### src/rtl/inst_tlb_responder_if.sv
// Instruction-side TLB lookup and CP0 write bundle.
// The master is the MMU/CP0 side; the slave is the TLB responder.
interface inst_tlb_responder_if;
  logic        inst_tlbReq_i;
  logic [18:0] inst_vpn2_i;
  logic        inst_oddPage_i;
  logic [7:0]  inst_asid_i;

  logic        inst_rspValid_o;
  logic        inst_hit_o;
  logic [3:0]  inst_index_o;
  logic [19:0] inst_pfn_o;
  logic [2:0]  inst_c_o;
  logic        inst_d_o;
  logic        inst_v_o;
  logic        inst_lastHit_o;

  logic        tlbWe_i;
  logic [3:0]  tlbWIndex_i;
  logic [18:0] tlbWVpn2_i;
  logic [7:0]  tlbWAsid_i;
  logic        tlbWG_i;
  logic [19:0] tlbWPfn0_i;
  logic [19:0] tlbWPfn1_i;
  logic [2:0]  tlbWC0_i;
  logic [2:0]  tlbWC1_i;
  logic        tlbWD0_i;
  logic        tlbWD1_i;
  logic        tlbWV0_i;
  logic        tlbWV1_i;
  logic        tlbFlush_i;

  modport master (
    output inst_tlbReq_i, inst_vpn2_i, inst_oddPage_i, inst_asid_i,
    input  inst_rspValid_o, inst_hit_o, inst_index_o, inst_pfn_o,
    input  inst_c_o, inst_d_o, inst_v_o, inst_lastHit_o,
    output tlbWe_i, tlbWIndex_i, tlbWVpn2_i, tlbWAsid_i, tlbWG_i,
    output tlbWPfn0_i, tlbWPfn1_i, tlbWC0_i, tlbWC1_i,
    output tlbWD0_i, tlbWD1_i, tlbWV0_i, tlbWV1_i, tlbFlush_i
  );

  modport slave (
    input  inst_tlbReq_i, inst_vpn2_i, inst_oddPage_i, inst_asid_i,
    output inst_rspValid_o, inst_hit_o, inst_index_o, inst_pfn_o,
    output inst_c_o, inst_d_o, inst_v_o, inst_lastHit_o,
    input  tlbWe_i, tlbWIndex_i, tlbWVpn2_i, tlbWAsid_i, tlbWG_i,
    input  tlbWPfn0_i, tlbWPfn1_i, tlbWC0_i, tlbWC1_i,
    input  tlbWD0_i, tlbWD1_i, tlbWV0_i, tlbWV1_i, tlbFlush_i
  );
endinterface

### src/rtl/inst_tlb_responder.sv
// 16-entry instruction TLB with a one-cycle registered lookup response.
// Optional last-hit register enabled by defining TLB_LAST_HIT_EN.
module inst_tlb_responder (
  input  logic                 clk,
  input  logic                 rst,
  inst_tlb_responder_if.slave  tlb
);
  localparam int ENTRIES = 16;

  logic [ENTRIES-1:0] present_q;
  logic [18:0] vpn2_q [ENTRIES];
  logic [7:0]  asid_q [ENTRIES];
  logic        g_q    [ENTRIES];
  logic [19:0] pfn0_q [ENTRIES];
  logic [19:0] pfn1_q [ENTRIES];
  logic [2:0]  c0_q   [ENTRIES];
  logic [2:0]  c1_q   [ENTRIES];
  logic        d0_q   [ENTRIES];
  logic        d1_q   [ENTRIES];
  logic        v0_q   [ENTRIES];
  logic        v1_q   [ENTRIES];

  // Present bits: flush clears all, a same-edge write then re-marks its entry.
  always_ff @(posedge clk or negedge rst) begin
    if (!rst) begin
      present_q <= '0;
    end else begin
      if (tlb.tlbFlush_i) present_q <= '0;
      if (tlb.tlbWe_i)    present_q[tlb.tlbWIndex_i] <= 1'b1;
    end
  end

  always_ff @(posedge clk) begin
    if (tlb.tlbWe_i) begin
      vpn2_q[tlb.tlbWIndex_i] <= tlb.tlbWVpn2_i;
      asid_q[tlb.tlbWIndex_i] <= tlb.tlbWAsid_i;
      g_q[tlb.tlbWIndex_i]    <= tlb.tlbWG_i;
      pfn0_q[tlb.tlbWIndex_i] <= tlb.tlbWPfn0_i;
      pfn1_q[tlb.tlbWIndex_i] <= tlb.tlbWPfn1_i;
      c0_q[tlb.tlbWIndex_i]   <= tlb.tlbWC0_i;
      c1_q[tlb.tlbWIndex_i]   <= tlb.tlbWC1_i;
      d0_q[tlb.tlbWIndex_i]   <= tlb.tlbWD0_i;
      d1_q[tlb.tlbWIndex_i]   <= tlb.tlbWD1_i;
      v0_q[tlb.tlbWIndex_i]   <= tlb.tlbWV0_i;
      v1_q[tlb.tlbWIndex_i]   <= tlb.tlbWV1_i;
    end
  end

  // Stage p0: associative match against pre-write array contents.
  logic [ENTRIES-1:0] match_p0;
  logic        arr_hit_p0;
  logic [3:0]  arr_idx_p0;
  logic [19:0] arr_pfn_p0;
  logic [2:0]  arr_c_p0;
  logic        arr_d_p0;
  logic        arr_v_p0;

  always_comb begin
    for (int i = 0; i < ENTRIES; i++) begin
      match_p0[i] = present_q[i] && (vpn2_q[i] == tlb.inst_vpn2_i) &&
                    (g_q[i] || (asid_q[i] == tlb.inst_asid_i));
    end
  end

  // Descending scan so the lowest matching index wins.
  always_comb begin
    arr_hit_p0 = 1'b0;
    arr_idx_p0 = '0;
    arr_pfn_p0 = '0;
    arr_c_p0   = '0;
    arr_d_p0   = 1'b0;
    arr_v_p0   = 1'b0;
    for (int i = ENTRIES - 1; i >= 0; i--) begin
      if (match_p0[i]) begin
        arr_hit_p0 = 1'b1;
        arr_idx_p0 = 4'(i);
      end
    end
    if (arr_hit_p0) begin
      arr_pfn_p0 = tlb.inst_oddPage_i ? pfn1_q[arr_idx_p0] : pfn0_q[arr_idx_p0];
      arr_c_p0   = tlb.inst_oddPage_i ? c1_q[arr_idx_p0]   : c0_q[arr_idx_p0];
      arr_d_p0   = tlb.inst_oddPage_i ? d1_q[arr_idx_p0]   : d0_q[arr_idx_p0];
      arr_v_p0   = tlb.inst_oddPage_i ? v1_q[arr_idx_p0]   : v0_q[arr_idx_p0];
    end
  end

  logic        sel_hit_p0;
  logic [3:0]  sel_idx_p0;
  logic [19:0] sel_pfn_p0;
  logic [2:0]  sel_c_p0;
  logic        sel_d_p0;
  logic        sel_v_p0;
  logic        sel_lh_p0;

`ifdef TLB_LAST_HIT_EN
  logic        lh_vld_q;
  logic [18:0] lh_vpn2_q;
  logic        lh_odd_q;
  logic [7:0]  lh_asid_q;
  logic [3:0]  lh_idx_q;
  logic [19:0] lh_pfn_q;
  logic [2:0]  lh_c_q;
  logic        lh_d_q;
  logic        lh_v_q;

  assign sel_lh_p0 = lh_vld_q && (lh_vpn2_q == tlb.inst_vpn2_i) &&
                     (lh_odd_q == tlb.inst_oddPage_i) && (lh_asid_q == tlb.inst_asid_i);

  assign sel_hit_p0 = sel_lh_p0 ? 1'b1     : arr_hit_p0;
  assign sel_idx_p0 = sel_lh_p0 ? lh_idx_q : arr_idx_p0;
  assign sel_pfn_p0 = sel_lh_p0 ? lh_pfn_q : arr_pfn_p0;
  assign sel_c_p0   = sel_lh_p0 ? lh_c_q   : arr_c_p0;
  assign sel_d_p0   = sel_lh_p0 ? lh_d_q   : arr_d_p0;
  assign sel_v_p0   = sel_lh_p0 ? lh_v_q   : arr_v_p0;

  // Any array modification makes the cached result stale, even on a same-edge hit.
  always_ff @(posedge clk or negedge rst) begin
    if (!rst) begin
      lh_vld_q  <= 1'b0;
      lh_vpn2_q <= '0;
      lh_odd_q  <= 1'b0;
      lh_asid_q <= '0;
      lh_idx_q  <= '0;
      lh_pfn_q  <= '0;
      lh_c_q    <= '0;
      lh_d_q    <= 1'b0;
      lh_v_q    <= 1'b0;
    end else if (tlb.tlbWe_i || tlb.tlbFlush_i) begin
      lh_vld_q <= 1'b0;
    end else if (tlb.inst_tlbReq_i && sel_hit_p0) begin
      lh_vld_q  <= 1'b1;
      lh_vpn2_q <= tlb.inst_vpn2_i;
      lh_odd_q  <= tlb.inst_oddPage_i;
      lh_asid_q <= tlb.inst_asid_i;
      lh_idx_q  <= sel_idx_p0;
      lh_pfn_q  <= sel_pfn_p0;
      lh_c_q    <= sel_c_p0;
      lh_d_q    <= sel_d_p0;
      lh_v_q    <= sel_v_p0;
    end
  end
`else
  assign sel_lh_p0  = 1'b0;
  assign sel_hit_p0 = arr_hit_p0;
  assign sel_idx_p0 = arr_idx_p0;
  assign sel_pfn_p0 = arr_pfn_p0;
  assign sel_c_p0   = arr_c_p0;
  assign sel_d_p0   = arr_d_p0;
  assign sel_v_p0   = arr_v_p0;
`endif

  // Stage p1: registered response, held between requests.
  logic        vld_p1;
  logic        hit_p1;
  logic [3:0]  idx_p1;
  logic [19:0] pfn_p1;
  logic [2:0]  c_p1;
  logic        d_p1;
  logic        v_p1;
  logic        lh_p1;

  always_ff @(posedge clk or negedge rst) begin
    if (!rst) begin
      vld_p1 <= 1'b0;
      hit_p1 <= 1'b0;
      idx_p1 <= '0;
      pfn_p1 <= '0;
      c_p1   <= '0;
      d_p1   <= 1'b0;
      v_p1   <= 1'b0;
      lh_p1  <= 1'b0;
    end else begin
      vld_p1 <= tlb.inst_tlbReq_i;
      if (tlb.inst_tlbReq_i) begin
        hit_p1 <= sel_hit_p0;
        idx_p1 <= sel_idx_p0;
        pfn_p1 <= sel_pfn_p0;
        c_p1   <= sel_c_p0;
        d_p1   <= sel_d_p0;
        v_p1   <= sel_v_p0;
        lh_p1  <= sel_lh_p0;
      end
    end
  end

  assign tlb.inst_rspValid_o = vld_p1;
  assign tlb.inst_hit_o      = hit_p1;
  assign tlb.inst_index_o    = idx_p1;
  assign tlb.inst_pfn_o      = pfn_p1;
  assign tlb.inst_c_o        = c_p1;
  assign tlb.inst_d_o        = d_p1;
  assign tlb.inst_v_o        = v_p1;
  assign tlb.inst_lastHit_o  = lh_p1;
endmodule

### src/flat_wrapper.sv
// flat-port wrapper written by rule: the top's interface ports become plain ports
module inst_tlb_responder_flat 
  (clk, rst, tlb_inst_tlbReq_i, tlb_inst_vpn2_i, tlb_inst_oddPage_i, tlb_inst_asid_i, tlb_inst_rspValid_o, tlb_inst_hit_o, tlb_inst_index_o, tlb_inst_pfn_o, tlb_inst_c_o, tlb_inst_d_o, tlb_inst_v_o, tlb_inst_lastHit_o, tlb_tlbWe_i, tlb_tlbWIndex_i, tlb_tlbWVpn2_i, tlb_tlbWAsid_i, tlb_tlbWG_i, tlb_tlbWPfn0_i, tlb_tlbWPfn1_i, tlb_tlbWC0_i, tlb_tlbWC1_i, tlb_tlbWD0_i, tlb_tlbWD1_i, tlb_tlbWV0_i, tlb_tlbWV1_i, tlb_tlbFlush_i);
  inst_tlb_responder_if tlb_i ();
  input  logic clk;
  input  logic rst;
  input wire logic [$bits(tlb_i.inst_tlbReq_i)-1:0] tlb_inst_tlbReq_i;
  input wire logic [$bits(tlb_i.inst_vpn2_i)-1:0] tlb_inst_vpn2_i;
  input wire logic [$bits(tlb_i.inst_oddPage_i)-1:0] tlb_inst_oddPage_i;
  input wire logic [$bits(tlb_i.inst_asid_i)-1:0] tlb_inst_asid_i;
  output wire logic [$bits(tlb_i.inst_rspValid_o)-1:0] tlb_inst_rspValid_o;
  output wire logic [$bits(tlb_i.inst_hit_o)-1:0] tlb_inst_hit_o;
  output wire logic [$bits(tlb_i.inst_index_o)-1:0] tlb_inst_index_o;
  output wire logic [$bits(tlb_i.inst_pfn_o)-1:0] tlb_inst_pfn_o;
  output wire logic [$bits(tlb_i.inst_c_o)-1:0] tlb_inst_c_o;
  output wire logic [$bits(tlb_i.inst_d_o)-1:0] tlb_inst_d_o;
  output wire logic [$bits(tlb_i.inst_v_o)-1:0] tlb_inst_v_o;
  output wire logic [$bits(tlb_i.inst_lastHit_o)-1:0] tlb_inst_lastHit_o;
  input wire logic [$bits(tlb_i.tlbWe_i)-1:0] tlb_tlbWe_i;
  input wire logic [$bits(tlb_i.tlbWIndex_i)-1:0] tlb_tlbWIndex_i;
  input wire logic [$bits(tlb_i.tlbWVpn2_i)-1:0] tlb_tlbWVpn2_i;
  input wire logic [$bits(tlb_i.tlbWAsid_i)-1:0] tlb_tlbWAsid_i;
  input wire logic [$bits(tlb_i.tlbWG_i)-1:0] tlb_tlbWG_i;
  input wire logic [$bits(tlb_i.tlbWPfn0_i)-1:0] tlb_tlbWPfn0_i;
  input wire logic [$bits(tlb_i.tlbWPfn1_i)-1:0] tlb_tlbWPfn1_i;
  input wire logic [$bits(tlb_i.tlbWC0_i)-1:0] tlb_tlbWC0_i;
  input wire logic [$bits(tlb_i.tlbWC1_i)-1:0] tlb_tlbWC1_i;
  input wire logic [$bits(tlb_i.tlbWD0_i)-1:0] tlb_tlbWD0_i;
  input wire logic [$bits(tlb_i.tlbWD1_i)-1:0] tlb_tlbWD1_i;
  input wire logic [$bits(tlb_i.tlbWV0_i)-1:0] tlb_tlbWV0_i;
  input wire logic [$bits(tlb_i.tlbWV1_i)-1:0] tlb_tlbWV1_i;
  input wire logic [$bits(tlb_i.tlbFlush_i)-1:0] tlb_tlbFlush_i;
  assign tlb_i.inst_tlbReq_i = tlb_inst_tlbReq_i;
  assign tlb_i.inst_vpn2_i = tlb_inst_vpn2_i;
  assign tlb_i.inst_oddPage_i = tlb_inst_oddPage_i;
  assign tlb_i.inst_asid_i = tlb_inst_asid_i;
  assign tlb_inst_rspValid_o = tlb_i.inst_rspValid_o;
  assign tlb_inst_hit_o = tlb_i.inst_hit_o;
  assign tlb_inst_index_o = tlb_i.inst_index_o;
  assign tlb_inst_pfn_o = tlb_i.inst_pfn_o;
  assign tlb_inst_c_o = tlb_i.inst_c_o;
  assign tlb_inst_d_o = tlb_i.inst_d_o;
  assign tlb_inst_v_o = tlb_i.inst_v_o;
  assign tlb_inst_lastHit_o = tlb_i.inst_lastHit_o;
  assign tlb_i.tlbWe_i = tlb_tlbWe_i;
  assign tlb_i.tlbWIndex_i = tlb_tlbWIndex_i;
  assign tlb_i.tlbWVpn2_i = tlb_tlbWVpn2_i;
  assign tlb_i.tlbWAsid_i = tlb_tlbWAsid_i;
  assign tlb_i.tlbWG_i = tlb_tlbWG_i;
  assign tlb_i.tlbWPfn0_i = tlb_tlbWPfn0_i;
  assign tlb_i.tlbWPfn1_i = tlb_tlbWPfn1_i;
  assign tlb_i.tlbWC0_i = tlb_tlbWC0_i;
  assign tlb_i.tlbWC1_i = tlb_tlbWC1_i;
  assign tlb_i.tlbWD0_i = tlb_tlbWD0_i;
  assign tlb_i.tlbWD1_i = tlb_tlbWD1_i;
  assign tlb_i.tlbWV0_i = tlb_tlbWV0_i;
  assign tlb_i.tlbWV1_i = tlb_tlbWV1_i;
  assign tlb_i.tlbFlush_i = tlb_tlbFlush_i;
  inst_tlb_responder u_core (.clk(clk), .rst(rst), .tlb(tlb_i));
endmodule
### config.mk
export PLATFORM = sky130hd
export DESIGN_NAME = inst_tlb_responder_flat
export DESIGN_NICKNAME = d
export VERILOG_FILES = /design/src/rtl/inst_tlb_responder_if.sv /design/src/rtl/inst_tlb_responder.sv /design/src/flat_wrapper.sv
export SDC_FILE = /design/constraint.sdc
export NUM_CORES = 2
export LEC_CHECK = 0
export BUFFER_PORTS_ARGS = -buffer_cell sky130_fd_sc_hd__buf_2
export CAP_MARGIN = 30
export CORE_MARGIN = 4
export CORE_UTILIZATION = 45
export DETAILED_ROUTE_END_ITERATION = 12
export GPL_TIMING_DRIVEN = 0
export PLACE_DENSITY = 0.67
export SLEW_MARGIN = 5
export SYNTH_ARGS = -nofsm -noshare
export SYNTH_HDL_FRONTEND = slang
export SYNTH_SLANG_ARGS = --single-unit
### constraint.sdc
create_clock -name clk -period 4.4 [get_ports clk]
set_input_delay 0.44 -clock clk [delete_from_list [all_inputs] [get_ports clk]]
set_output_delay 0.44 -clock clk [all_outputs]
set_load 0.1 [all_outputs]
After elaboration in Yosys (flattened, before gate mapping)
Memory sizes are Yosys's and may differ from the RTL's.
Index checks and enable logic that the tools add are counted.

storage, ports and cells
  register bits after elaboration = 47
  memory bits (writable) = 1248
  bits of input ports = 115
  logic and storage cells = 149
  memories = 11

cells by class
  $lt $le $gt $ge = 2
  equality and inequality tests = 32
  muxes and demuxes = 46
  bitwise gates (word level) = 1
  reductions and logical operators = 49

memory list
  name             words  width  read ports  clocked after Yosys merged registers in  write ports  RTL line                  text
  u_core.pfn0_q    16     20     1           0                                        1            inst_tlb_responder.sv:14  logic [19:0] pfn0_q [ENTRIES];
  u_core.pfn1_q    16     20     1           0                                        1            inst_tlb_responder.sv:15  logic [19:0] pfn1_q [ENTRIES];
  u_core.vpn2_q    16     19     16          0                                        1            inst_tlb_responder.sv:11  logic [18:0] vpn2_q [ENTRIES];
  u_core.asid_q    16     8      16          0                                        1            inst_tlb_responder.sv:12  logic [7:0] asid_q [ENTRIES];
  u_core.c0_q      16     3      1           0                                        1            inst_tlb_responder.sv:16  logic [2:0] c0_q [ENTRIES];
  u_core.c1_q      16     3      1           0                                        1            inst_tlb_responder.sv:17  logic [2:0] c1_q [ENTRIES];
  5 more memories  -      -      -           -                                        -            -

operators with widths
  operator              number
  $eq A19 B19 Y1        16
  $eq A8 B8 Y1          16
  $mux W4               16
  $mux W20              2
  $logic_and A1 B1 Y1   33
  $mux W16              2
  $mux W1               23
  $logic_or A1 B1 Y1    16
  $or A16 B16 Y16       1
  $mux W3               2
  $lt A4 B5 Y1 const B  1
  $demux W1 S4          1
  $ge A4 B1 Y1 const B  1

Depth between registers and ports, before layout
An unclocked memory read counts as a cell.

  depth in word-level cells = 23
  depth in mapped cells = 17
  mapped depth without buffers = 12

Least setup slack after synthesis
OpenSTA, ideal clock, no wires.

  path type = input -> register
  from = input tlb_tlbWIndex_i[1]
  to = memory u_core.asid_q[0][0] (enable)
  data arrival time = 6.294 ns
  required time = 3.786 ns
  path slack = -2.507 ns
  stages on the path = 2
  path buffers = 0
  cells stage by stage = or3b_2 nor3_1

RTL lines
  item             RTL line                  text
  start, declared  flat_wrapper.sv:20        input wire logic [$bits(tlb_i.tlbWIndex_i)-1:0] tlb_tlbWIndex_i;
  end, declared    inst_tlb_responder.sv:12

Straight into the memory's write port.

==> results.txt <==
Reg clk slew, reported paths = 0.06 ns
post-layout min period = 4.35 ns
critical path capture point type = flip-flop
CTS root buf = clkbuf_16
utilization after layout = 0.532
CTS buffer count = 131
critical path required time = 4.99 ns
maximum VDD drop = 342 uV
Initial Utilization = 0.454
Die Area = 125000 um2
routed wire length per instance = 27.9 um
Fmax = 0.230 GHz
die width = 354 um
final-report hold violation count = 0
FFs w/ async S/R, synth = 0.0363
Logic pwr share = 0.043
Lkg Pwr = 20.4 nW
vias in the first global route = 30100
origin of the critical flop-to-flop path = u_core.vpn2_q[14][3]$_DFFE_PP_
die height = 354 um
CP Data Arrival Time = 4.93 ns
Final TNS setup = 0 ns
Flop pwr share = 0.543
share of cells above drive strength 1 = 0.194
DR DRC count = 0
worst setup margin = 0.0536 ns
DR vias = 30900
max_slew headroom = 0.323
1st-iter DRT viols = 3947
Final Max Tran Viols = 0
area leader, netlist = edfxtp_1
row count = 126
crit path max fanout = 10
Main synth FF type = edfxtp_1
post-synth top area share = 0.697
number of vias per cell = 5.85
Longest Clk Path Bufs = 3
dpl cell area = 57700 um2
Mapped Nets = 3365
first-pass iteration count of the detailed router = 6
setup violators final = 0
critical path startpoint category = flip-flop
Sw Ratio = 0.212
reg2reg setup slack = 0.05 ns
PD cells = 405 nW/um2
commonest non-fill, non-tap cells in the layout = 1248 x edfxtp_1, 357 x mux2i_1, 322 x xor2_1, 157 x buf_2, 133 x clkbuf_16
gr usage total = 0.231
non-filler cells, final = 5290
initial antenna violation count = 21
Sink Count = 1295
worst-margin pin slew = 1.02 ns
Max-cap violations = 0
hold depth = 2
top cells by area, synth = edfxtp_1 70%, mux2i_1 6.6%, xor2_1 5.2%, dfrtp_1 2.2%, xnor2_1 1.8%
number of synthesized flops with an enable pin = 1248
Area Overhead vs Synth = 17.0%
worst setup path class = flip-flop to flip-flop
Core Area = 118000 um2
switching power total = 5.40 mW
reg-to-reg endpoint = u_core.tlb.inst_pfn_o[16]$_DFFE_PN0P_
Ports = 147
Routed Antenna Nets = 0
status = finished clean
most common cell after layout, fill and taps aside = edfxtp_1
RSZ-0062 raised after global routing = yes
largest net degree at the start of global routing = 44
Pwr Total = 25.5 mW
WL final = 148000 um
DP HPWL = 98800 um
Int Pwr = 20.1 mW
post-place setup slack = -1.24 ns
synth unique cells = 68
Register-to-Register Path Depth = 13
Post-Synthesis Cells = 3250
IO Port Bufs = 118
syn_area_per_cell = 16.5 um2
Endpoint, Worst Hold = u_core.present_q[6]$_DFF_PN0_
Yosys warning count = 0
Design Area, Final = 62900 um2
Hold Crit Start = tlb_tlbFlush_i
global placement routability congestion = 0.864
clk_lat worst skew = 0.74 ns
Post-Syn Area = 53800 um2
FF+latch count, synth = 1295
Clock power frac = 0.414
htree depth = 4
CTS tree = done
Final Cycle Share = 0.988
HP Class = input pin to flip-flop
clk_skew = 0.0266 ns
placed insts = 5028
Min Hold Slack = 0.0444 ns
gr ovfl total = 0
register area share after synthesis = 0.719
first-pass GRT wire length = 210000 um
post-layout net count = 3701
==> power by group through the flow <==
stage               Combinational (mW)  Sequential, mW  Clock [mW]
floorplan                        0.509            14.1           0
global placement                 0.974            14.1           0
CTS                               1.06            13.8        10.7
finish                            1.10            13.8        10.6
global route                      1.17            13.8        11.2
detailed placement                1.04            14.1           0
==> worst max-delay path, cell delays in order, from the launching register on <==
cell      delay (ns)
edfxtp_1        0.37
xor2_1          0.20
nor4_1          0.31
nand3_1         0.25
or4_4           0.62
a211o_1         0.37
a21boi_1        0.18
o211ai_1        0.17
a21o_1          0.34
buf_6           0.22
buf_2           0.22
a211o_4         0.40
nand4b_1        0.37
o22ai_1         0.14
==> final cells by class <==
class	count	area [um2]
antenna	8	20.0
buffer	181	1380
clock buffer	176	3530
clock inverter	53	478
fill	9356	55500
inverter	33	124
multi-input combinational	1738	14700
sequential	1295	38700
tap	1600	2000
timing repair buffer	206	2060
==> sequential cells by signal, indices dropped and copies added, names as in the netlist, 20 cells and up <==
register and flops:
u_core.tlb.inst_pfn_o 20, u_core.pfn1_q 320, u_core.c1_q 48, u_core.pfn0_q 320, u_core.asid_q 128, u_core.c0_q 48, u_core.vpn2_q 304
==> Yosys cell counts (5+ instances only) <==
cell type,number
xor2_1,322
a2bb2oi_1,24
nor4b_1,14
mux2_2,54
a311oi_1,25
nor3_1,7
clkbuf_1,58
o22ai_1,49
a21oi_1,17
a221oi_2,8
nor2_1,23
mux2i_1,357
nand2_1,94
nor3b_1,24
nor4_1,128
inv_1,33
o21ai_0,123
xnor2_1,110
buf_6,42
buf_2,53
o211ai_1,27
nand3_1,62
edfxtp_1,1248
a22o_1,25
nand4_1,49
nand4b_1,40
or4_1,22
buf_4,23
dfrtp_1,47
a21o_1,16
a221oi_1,16
nand2b_1,5
a31oi_1,26
a211o_1,25
==> logic make-up (layout without fill, tap and decap cells) <==
group                     count (synthesis)  in the layout  share of synthesized area
AOI/OAI and AO/OA                       398            398                     0.0522
xor gates and xnor gates                432            432                     0.0703
buffers and inverters                   217            649                     0.0249
DFF                                    1295           1295                      0.719
muxes                                   412            412                     0.0780
other                                     1              9                  0.0000697
and+or+nand+nor                         495            495                     0.0559
==> routing by layer <==
layer	GRT usage	routed length, um	up-vias
li1	-	-	13400
met1	0.319	59600	15700
met2	0.360	68200	1557
met3	0.0604	15500	245
met4	0.0712	4310	10
met5	0	57	-
==> how the worst max path moves through the flow <==
stage | start | endpoint | slack, ns | cells past startpoint
after floorplan | tlb_tlbWIndex_i[1] | u_core.asid_q[4][0]$_DFFE_PP_ | -0.41 | 2
after global placement | tlb_tlbWIndex_i[1] | u_core.pfn1_q[8][5]$_DFFE_PP_ | -4.07 | 3
after detailed placement | tlb_inst_asid_i[2] | u_core.tlb.inst_pfn_o[15]$_DFFE_PN0P_ | -1.24 | 15
after CTS | u_core.vpn2_q[10][11]$_DFFE_PP_ | u_core.tlb.inst_pfn_o[17]$_DFFE_PN0P_ | 0.001 | 14
after global routing | u_core.vpn2_q[14][0]$_DFFE_PP_ | u_core.tlb.inst_pfn_o[15]$_DFFE_PN0P_ | -0.05 | 16
final | u_core.vpn2_q[14][3]$_DFFE_PP_ | u_core.tlb.inst_pfn_o[16]$_DFFE_PN0P_ | 0.05 | 13
==> timing repair <==
action                                  in CTS  in global routing
hold buffers                                 4                  0
pin swaps                                   22                 33
setup buffers                               14                 10
endpoints found under the setup margin      25                 24
gates resized for setup                     90                123
endpoints found under the hold margin       48                  0
Note: power is estimated with default switching activity, not from simulation.
